`src/rtl/calc_ctrl_if.sv`:
```
// Operand entry, adder hookup and display signals of the two-operand calculator.
// The slave side is the controller; the master side is the buttons, switches and external adder.
interface calc_ctrl_if;
  logic       btn_load;
  logic       btn_clr;
  logic [7:0] sw;
  logic [8:0] sum_in;
  logic [7:0] op_a;
  logic [7:0] op_b;
  logic       busy;
  logic       done;
  logic [3:0] fnd_com;
  logic [3:0] digit_bcd;

  modport master (
    output btn_load, btn_clr, sw, sum_in,
    input  op_a, op_b, busy, done, fnd_com, digit_bcd
  );

  modport slave (
    input  btn_load, btn_clr, sw, sum_in,
    output op_a, op_b, busy, done, fnd_com, digit_bcd
  );
endinterface

```
`src/rtl/calc_ctrl.sv`:
```
// Two-operand add controller with binary-to-BCD conversion and a 4-digit multiplexed display.
// Latency: done pulses 10 edges after the second operand load (1 CALC + 9 CONV cycles).
// Backpressure: none; loads are dropped while busy, btn_clr always wins.
module calc_ctrl #(
  parameter int REF_CNT = 100_000
) (
  input  logic        clk,
  input  logic        rst,
  calc_ctrl_if.slave  bus
);

  localparam int DIV_W = (REF_CNT > 1) ? $clog2(REF_CNT) : 1;

  typedef enum logic [2:0] {
    IDLE,
    A_DONE,
    CALC,
    CONV,
    SHOW
  } state_t;

  state_t      state;
  state_t      state_nxt;

  logic [7:0]  op_a_q;
  logic [7:0]  op_b_q;
  logic [8:0]  result;
  logic [11:0] bcd;
  logic [20:0] shift_q;
  logic [20:0] shift_src;
  logic [20:0] shift_nxt;
  logic [3:0]  bit_cnt;
  logic        done_q;
  logic        conv_last;

  logic [DIV_W-1:0] div_q;
  logic             tick;
  logic [1:0]       scan_sel;
  logic [3:0]       fnd_com_c;
  logic [3:0]       digit_c;

  // One double-dabble step: correct every BCD nibble >= 5, then shift left.
  function automatic logic [20:0] dabble(input logic [20:0] s);
    logic [20:0] t;
    t = s;
    if (t[12:9]  >= 4'd5) t[12:9]  = t[12:9]  + 4'd3;
    if (t[16:13] >= 4'd5) t[16:13] = t[16:13] + 4'd3;
    if (t[20:17] >= 4'd5) t[20:17] = t[20:17] + 4'd3;
    return t << 1;
  endfunction

  assign conv_last = (state == CONV) && (bit_cnt == 4'd8);
  // The first step starts from the freshly registered result rather than a preloaded shifter.
  assign shift_src = (bit_cnt == 4'd0) ? {12'd0, result} : shift_q;
  assign shift_nxt = dabble(shift_src);

  always_ff @(posedge clk or negedge rst) begin
    if (!rst) begin
      state <= IDLE;
    end else begin
      state <= state_nxt;
    end
  end

  always_comb begin
    state_nxt = state;
    if (bus.btn_clr) begin
      state_nxt = IDLE;
    end else begin
      case (state)
        IDLE:    if (bus.btn_load) state_nxt = A_DONE;
        A_DONE:  if (bus.btn_load) state_nxt = CALC;
        CALC:    state_nxt = CONV;
        CONV:    if (conv_last) state_nxt = SHOW;
        SHOW:    if (bus.btn_load) state_nxt = A_DONE;
        default: state_nxt = IDLE;
      endcase
    end
  end

  always_ff @(posedge clk or negedge rst) begin
    if (!rst) begin
      op_a_q  <= '0;
      op_b_q  <= '0;
      result  <= '0;
      bcd     <= '0;
      shift_q <= '0;
      bit_cnt <= '0;
      done_q  <= 1'b0;
    end else if (bus.btn_clr) begin
      op_a_q  <= '0;
      op_b_q  <= '0;
      result  <= '0;
      bcd     <= '0;
      shift_q <= '0;
      bit_cnt <= '0;
      done_q  <= 1'b0;
    end else begin
      done_q <= 1'b0;
      case (state)
        IDLE, SHOW: begin
          if (bus.btn_load) op_a_q <= bus.sw;
        end
        A_DONE: begin
          if (bus.btn_load) op_b_q <= bus.sw;
        end
        CALC: begin
          result  <= bus.sum_in;
          bit_cnt <= '0;
        end
        CONV: begin
          shift_q <= shift_nxt;
          bit_cnt <= bit_cnt + 4'd1;
          if (conv_last) begin
            bcd    <= shift_nxt[20:9];
            done_q <= 1'b1;
          end
        end
        default: ;
      endcase
    end
  end

  // Display scan runs off its own divider, untouched by the FSM.
  assign tick = (div_q == DIV_W'(REF_CNT - 1));

  always_ff @(posedge clk or negedge rst) begin
    if (!rst) begin
      div_q    <= '0;
      scan_sel <= '0;
    end else if (tick) begin
      div_q    <= '0;
      scan_sel <= scan_sel + 2'd1;
    end else begin
      div_q    <= div_q + DIV_W'(1);
    end
  end

  always_comb begin
    fnd_com_c = 4'b1110;
    digit_c   = bcd[3:0];
    case (scan_sel)
      2'd0: begin
        fnd_com_c = 4'b1110;
        digit_c   = bcd[3:0];
      end
      2'd1: begin
        fnd_com_c = 4'b1101;
        digit_c   = (bcd[11:4] == 8'h00) ? 4'hF : bcd[7:4];
      end
      2'd2: begin
        fnd_com_c = 4'b1011;
        digit_c   = (bcd[11:8] == 4'h0) ? 4'hF : bcd[11:8];
      end
      default: begin
        fnd_com_c = 4'b0111;
        digit_c   = 4'hF;
      end
    endcase
  end

  assign bus.op_a      = op_a_q;
  assign bus.op_b      = op_b_q;
  assign bus.busy      = (state == CALC) || (state == CONV);
  assign bus.done      = done_q;
  assign bus.fnd_com   = fnd_com_c;
  assign bus.digit_bcd = digit_c;

endmodule

```
`src/flat_wrapper.sv`:
```
// flat-port wrapper written by rule: the top's interface ports become plain ports
module calc_ctrl_flat 
#(
  parameter int REF_CNT = 100_000
)
  (clk, rst, bus_btn_load, bus_btn_clr, bus_sw, bus_sum_in, bus_op_a, bus_op_b, bus_busy, bus_done, bus_fnd_com, bus_digit_bcd);
  calc_ctrl_if bus_i ();
  input  logic clk;
  input  logic rst;
  input wire logic [$bits(bus_i.btn_load)-1:0] bus_btn_load;
  input wire logic [$bits(bus_i.btn_clr)-1:0] bus_btn_clr;
  input wire logic [$bits(bus_i.sw)-1:0] bus_sw;
  input wire logic [$bits(bus_i.sum_in)-1:0] bus_sum_in;
  output wire logic [$bits(bus_i.op_a)-1:0] bus_op_a;
  output wire logic [$bits(bus_i.op_b)-1:0] bus_op_b;
  output wire logic [$bits(bus_i.busy)-1:0] bus_busy;
  output wire logic [$bits(bus_i.done)-1:0] bus_done;
  output wire logic [$bits(bus_i.fnd_com)-1:0] bus_fnd_com;
  output wire logic [$bits(bus_i.digit_bcd)-1:0] bus_digit_bcd;
  assign bus_i.btn_load = bus_btn_load;
  assign bus_i.btn_clr = bus_btn_clr;
  assign bus_i.sw = bus_sw;
  assign bus_i.sum_in = bus_sum_in;
  assign bus_op_a = bus_i.op_a;
  assign bus_op_b = bus_i.op_b;
  assign bus_busy = bus_i.busy;
  assign bus_done = bus_i.done;
  assign bus_fnd_com = bus_i.fnd_com;
  assign bus_digit_bcd = bus_i.digit_bcd;
  calc_ctrl #(.REF_CNT(REF_CNT)) u_core (.clk(clk), .rst(rst), .bus(bus_i));
endmodule
```
`config.mk`:
```
export PLATFORM = sky130hd
export DESIGN_NAME = calc_ctrl_flat
export DESIGN_NICKNAME = d
export VERILOG_FILES = /design/src/rtl/calc_ctrl_if.sv /design/src/rtl/calc_ctrl.sv /design/src/flat_wrapper.sv
export SDC_FILE = /design/constraint.sdc
export NUM_CORES = 1
export LEC_CHECK = 0
export ABC_AREA = 1
export ABC_CLOCK_PERIOD_IN_PS = 2000
export CAP_MARGIN = 20
export CORE_MARGIN = 8
export CORE_UTILIZATION = 35
export CTS_CLUSTER_DIAMETER = 100
export DETAILED_ROUTE_END_ITERATION = 6
export PLACE_DENSITY = 0.61
export SETUP_SLACK_MARGIN = 0.1
export SYNTH_ARGS = -nofsm -noshare
export SYNTH_HDL_FRONTEND = slang
export SYNTH_SLANG_ARGS = --single-unit
```
`constraint.sdc`:
```
create_clock -name clk -period 2 [get_ports clk]
set_input_delay 0.2 -clock clk [delete_from_list [all_inputs] [get_ports clk]]
set_output_delay 0.2 -clock clk [all_outputs]
set_load 0.1 [all_outputs]
```
Word-level counts from Yosys, hierarchy flattened
Cells that the tools add are included.

word-level totals
  bits in registers = 85
  bits of input ports = 21

cells by class
  $lt $le $gt $ge = 3
  reduce and logical (&&, ||, !) cells = 19
  add/sub/neg operators = 6
  multiplexer cells = 31
  eq/ne operators = 11

operators with widths
  kind                   count
  $mux 21                3
  $mux 8                 5
  $mux 12                3
  $pmux 4 s3             2
  $mux 4                 5
  $mux 9                 2
  $add 17x1->17 const B  1
  $eq 17x17->1 const B   1
  $mux 17                1
  $mux 3                 5
  $ge 4x3->1 const B     3
  $pmux 3 s4             1
  $reduce_bool 2->1      6
  $add 4x2->4 const B    2
  $logic_not 4->1        2
  $logic_not 8->1        1
  $pmux 4 s2             1
  $eq 3x2->1 const B     2
  $reduce_and 2->1       3
  $add 4x1->4 const B    1
  $eq 4x4->1 const B     1
  $add 3x2->3 const B    1
  $eq 3x1->1 const B     1
  $eq 3x3->1 const B     1
  14 further kinds       16

Depth between registers and ports, before layout
  word-level depth = 7
  depth in mapped cells = 13
  gate-level depth less buffers = 12

Worst setup path after synthesis
Ideal clock, no wire load.

  path kind = reg2reg
  start = register u_core.state[1]
  end = register u_core.result[0]
  period minus slack after synthesis = 2.348 ns
  path buffers = 0
  cell stages (with the launch flop) = 5
  setup time = 0.095 ns
  data arrival time = 2.252 ns
  path slack = -0.348 ns
  required time = 1.905 ns
  path through = dfrtp_1 > inv_2 > nor2_1 > nand3_1 > o31ai_1

on the way
  cells in the longest elaborated chain, start to end = 2

RTL lines
  item                         RTL line          RTL
  start, declared              calc_ctrl.sv:22   state_t state;
  start signal, assigned       calc_ctrl.sv:61   state <= state_nxt;
  $eq 3x2->1                   calc_ctrl.sv:100  case (state)
  $reduce_bool 2->1 (no line)  --
  end signal, assigned         calc_ctrl.sv:108  result <= bus.sum_in;
  end, declared                calc_ctrl.sv:27   logic [8:0] result;

Every way passes these cells.
A chain may end at the register's enable or synchronous reset.

Worst setup path in the final report
  start = register u_core.bcd[9]
  end = output bus_digit_bcd[2]

on the way
  cells in the longest elaborated chain, start to end = 3
  elaborated cells between the ends (all ways) = 5
  classes of those cells = mux: 3; reduce/logical: 2

RTL lines
  item                                                RTL line                            RTL
  start, declared                                     calc_ctrl.sv:28                     logic [11:0] bcd;
  start signal, assigned                              calc_ctrl.sv:115                    bcd <= shift_nxt[20:9];
  $logic_not 8->1 or $logic_not 4->1 (tied branches)  calc_ctrl.sv:149, calc_ctrl.sv:153
  $mux 4, on equally long branches                    calc_ctrl.sv:149, calc_ctrl.sv:153
  $pmux 4 s3 *                                        calc_ctrl.sv:142                    case (scan_sel)
  end, declared                                       flat_wrapper.sv:19                  output wire logic [$bits(bus_i.digit_bcd)-1:0] bus_digit_bcd;

Mark *: on every way between the ends. The rest lies on a longest branch, timed or not.

==> results.toml <==
[outcome]
status = "finished clean"

[routing]
drc = 0
vias = 3511
wl_met2_um = 4554
drtIter0Drc = 222
top_layer = "met4"
vias_per_cell = 4.890
wl_met1_um = 4450
dr_wl_met3_um = 357
routed_wl_um = 9486
routedWlPerCell_um = 13.21
first_pass_iters = 4
final_antenna_net_count = 0

[sta]
final.min_clock_period_ns = 1.871
finalSetupViolCount = 0
final.period_utilization_pct = 93.55
setup_slack_ns = 0.1290
fmax_ghz = 0.5345
worst_pin_slew_ns = 0.5025
slew_violations = 0
hold_viol = 0
slew_headroom_pct = 66.35
skew_ns = 0.008986
rsz0062_at_grt = "yes"

[power]
seqPwrFrac_pct = 37.9
p_comb_share_pct = 26.7
power.share.switching_pct = 33.99
powerDensity_nw_per_um2 = 933.6
p_int_mw = 3.333
p_leak_nw = 2.749
p_switching_mw = 1.717
p_clk_share_pct = 35.4
peakVddDrop_uv = 708.2
p_total_mw = 5.050

[synth]
synth.area.top_cells = "dfrtp_1 (49%), nand2_1 (9.9%), inv_1 (5.1%)"
synthTopCellsByCount = "nand2_1 (112), dfrtp_1 (84), inv_1 (58)"
synth_area_um2 = 4255
ys_seq_elements = 84
synth.distinct_cells = 29
synth_top_area_share_pct = 49.40
ys.warnings.count = 0
ys.flop_type = "dfrtp_1"
synth_edf_count = 0
syn-mean-instance-area_um2 = 8.443
syn_nets = 537
yosysMostFrequentCell = "nand2_1"
synth-async-reset-ratio_pct = 100.0
yosys.area.top_type = "dfrtp_1"
syn_inst = 504
ys_seq_area_share_pct = 49.40

[setup_path]
cp.arrival_ns = 1.67
crit_family = "simple AND/OR/NAND/NOR gates"
critPathKind = "flip-flop to primary output"
crit_fanout = 4
cp_slowest_stage_delay_ns = 0.40
required_ns = 1.80
cp-end-kind = "primary output"
path_cells = "nor2_2 -> nand2_1 -> inv_2 -> nand2_2 -> nor3_4 -> o21ai_1 -> nand3_1 -> buf_12"
slowest_stage = "dfrtp_1"
cp-start-kind = "flip-flop"
cp_num_buf_inv = 2

[clock_tree]
cts_sinks = 84
cts_tree = "done"
htreeDepth = 3
worstSkewPairLatency_ns = 0.33
cts_buffers = 9
root_buffer = "clkbuf_16"
clkTransAtPathRegs_ns = 0.06
clockBufferDepth = 2

[global_route]
grt_pass1_vias = 3569
grt_max_degree = 39
grt_pass1_wl_um = 16460
antenna_found_initial = 0
grt_use_total_pct = 12.32
grt_overflow = 0

[die]
num_io_pins = 47
fp.dieW_um = 126.3
fp.dieH_um = 126.3
core_area_um2 = 11960
dieArea_um2 = 15940
num_rows = 40
start_util_pct = 35.58

[finish]
finish.net_count = 599
final_layout_size_suffix_gt1_share_pct = 17.86
antenna_cells = 0
layout.cells.non_filler = 718
final_area_um2 = 5409
areaGrowthSynthToFinish_pct = 27.11
final_core_util_pct = 45.22

[min_path]
worstHoldPathType = "input pin to asynchronous set/reset pin"

[flow_run]
cap_violations = 0

[placement]
place_area_um2 = 5001
gp_congestion = 0.8990
pre_cts_ws_ns = -0.03029
port_buffers = 46
dp_hpwl_um = 6871
placedCellCount = 700
==> layout make-up <==
cell class              instances  area [µm²]
clock buffers                  11       242.7
clock inverters                 5       85.08
fillers                      1138        6553
inverters                      62       232.7
multi-input cells             346        1914
flip-flops and latches         84        2102
well taps                     147       183.9
repair buffers                 63       648.1
==> repair_timing <==
action,4_1_cts,5_1_grt
pin swaps,0,4
buffers inserted,0,1
endpoints found under the setup margin,20,20
hold buffers,1,0
hold endpoints to repair,36,0
gates resized for setup,3,19
==> final timing paths <==
check / from / end / slack (ns) / depth (start not counted)
worst max-delay path: u_core.bcd[9] / bus_digit_bcd[2] / 0.13 / 8
max in group asynchronous: rst / u_core.shift_q[14] / 1.02 / 3
min in group clk: bus_sum_in[1] / u_core.result[1] / 0.42 / 3
worst min register to register: u_core.div_q[0] / u_core.div_q[0] / 0.47 / 1
worst min-delay path: rst / u_core.div_q[15] / 0.37 / 2
worst max register to register: u_core.bit_cnt[1] / u_core.shift_q[18] / 0.29 / 10
==> stage by stage <==
step | TNS (ns) | hold slack, ns
after floorplan | 0 | -0.09559
after global placement | 0 | 0.1993
after detailed placement | -0.08934 | 0.2059
after CTS | 0 | 0.3859
after global routing | -0.004889 | 0.4106
final | 0 | 0.3701
==> layout by cell type, fill, tap and decap left out, types with 3 or more instances in the layout <==
| cell type | Yosys | routed |
|---|---|---|
| mux2_2 | 16 | 16 |
| inv_2 | 4 | 7 |
| ha_1 | 12 | 11 |
| nand2_2 | 2 | 4 |
| nor2_2 | 1 | 5 |
| clkdlybuf4s50_1 | 0 | 19 |
| buf_12 | 0 | 10 |
| dfrtp_1 | 84 | 84 |
| buf_4 | 3 | 33 |
| nand3_1 | 42 | 39 |
| nand4_1 | 22 | 22 |
| nand3_2 | 1 | 4 |
| nand2_4 | 2 | 3 |
| o21ai_1 | 13 | 16 |
| xor2_1 | 11 | 11 |
| inv_1 | 58 | 55 |
| nor3_1 | 10 | 9 |
| nor2_1 | 50 | 46 |
| o21ai_0 | 30 | 26 |
| nand2_1 | 112 | 109 |
| o22ai_1 | 4 | 4 |
| a21oi_1 | 9 | 9 |
| clkbuf_16 | 0 | 9 |
==> power by group through the flow <==
stage / Clock [mW] / Combinational [mW] / Sequential (mW)
after floorplan: 0 / 0.543 / 2.34
after global placement: 0 / 1.32 / 1.94
after detailed placement: 0 / 1.33 / 1.94
after CTS: 1.86 / 1.35 / 1.91
after global routing: 1.91 / 1.44 / 1.93
final: 1.79 / 1.35 / 1.91
==> registers in the layout (all words and copies together), names as in the netlist <==
register / count
u_core.bus.op_a: 8
u_core.bcd: 12
u_core.bus.op_b: 8
u_core.result: 9
u_core.bit_cnt: 4
u_core.state: 3
u_core.div_q: 17
u_core.bus.done: 1
u_core.shift_q: 20
u_core.scan_sel: 2
==> cell families after synthesis <==
group                    share of synthesized area [%]
AND/OR/NAND/NOR                                  25.52
buffers and inverters                            7.145
AO/OA/AOI/OAI                                    7.703
XOR/XNOR                                         2.470
multiplexers                                     4.234
flip-flops                                       49.40
adder cells (fa/ha/maj)                          3.528
==> layer usage <==
metal	vias to the layer above	GRT usage [%]
li1	1776	-
met1	1658	15.20
met5	-	0
met2	66	20.17
met3	11	3.460
met4	0	4.388
Power figures use the tool's default switching activity.
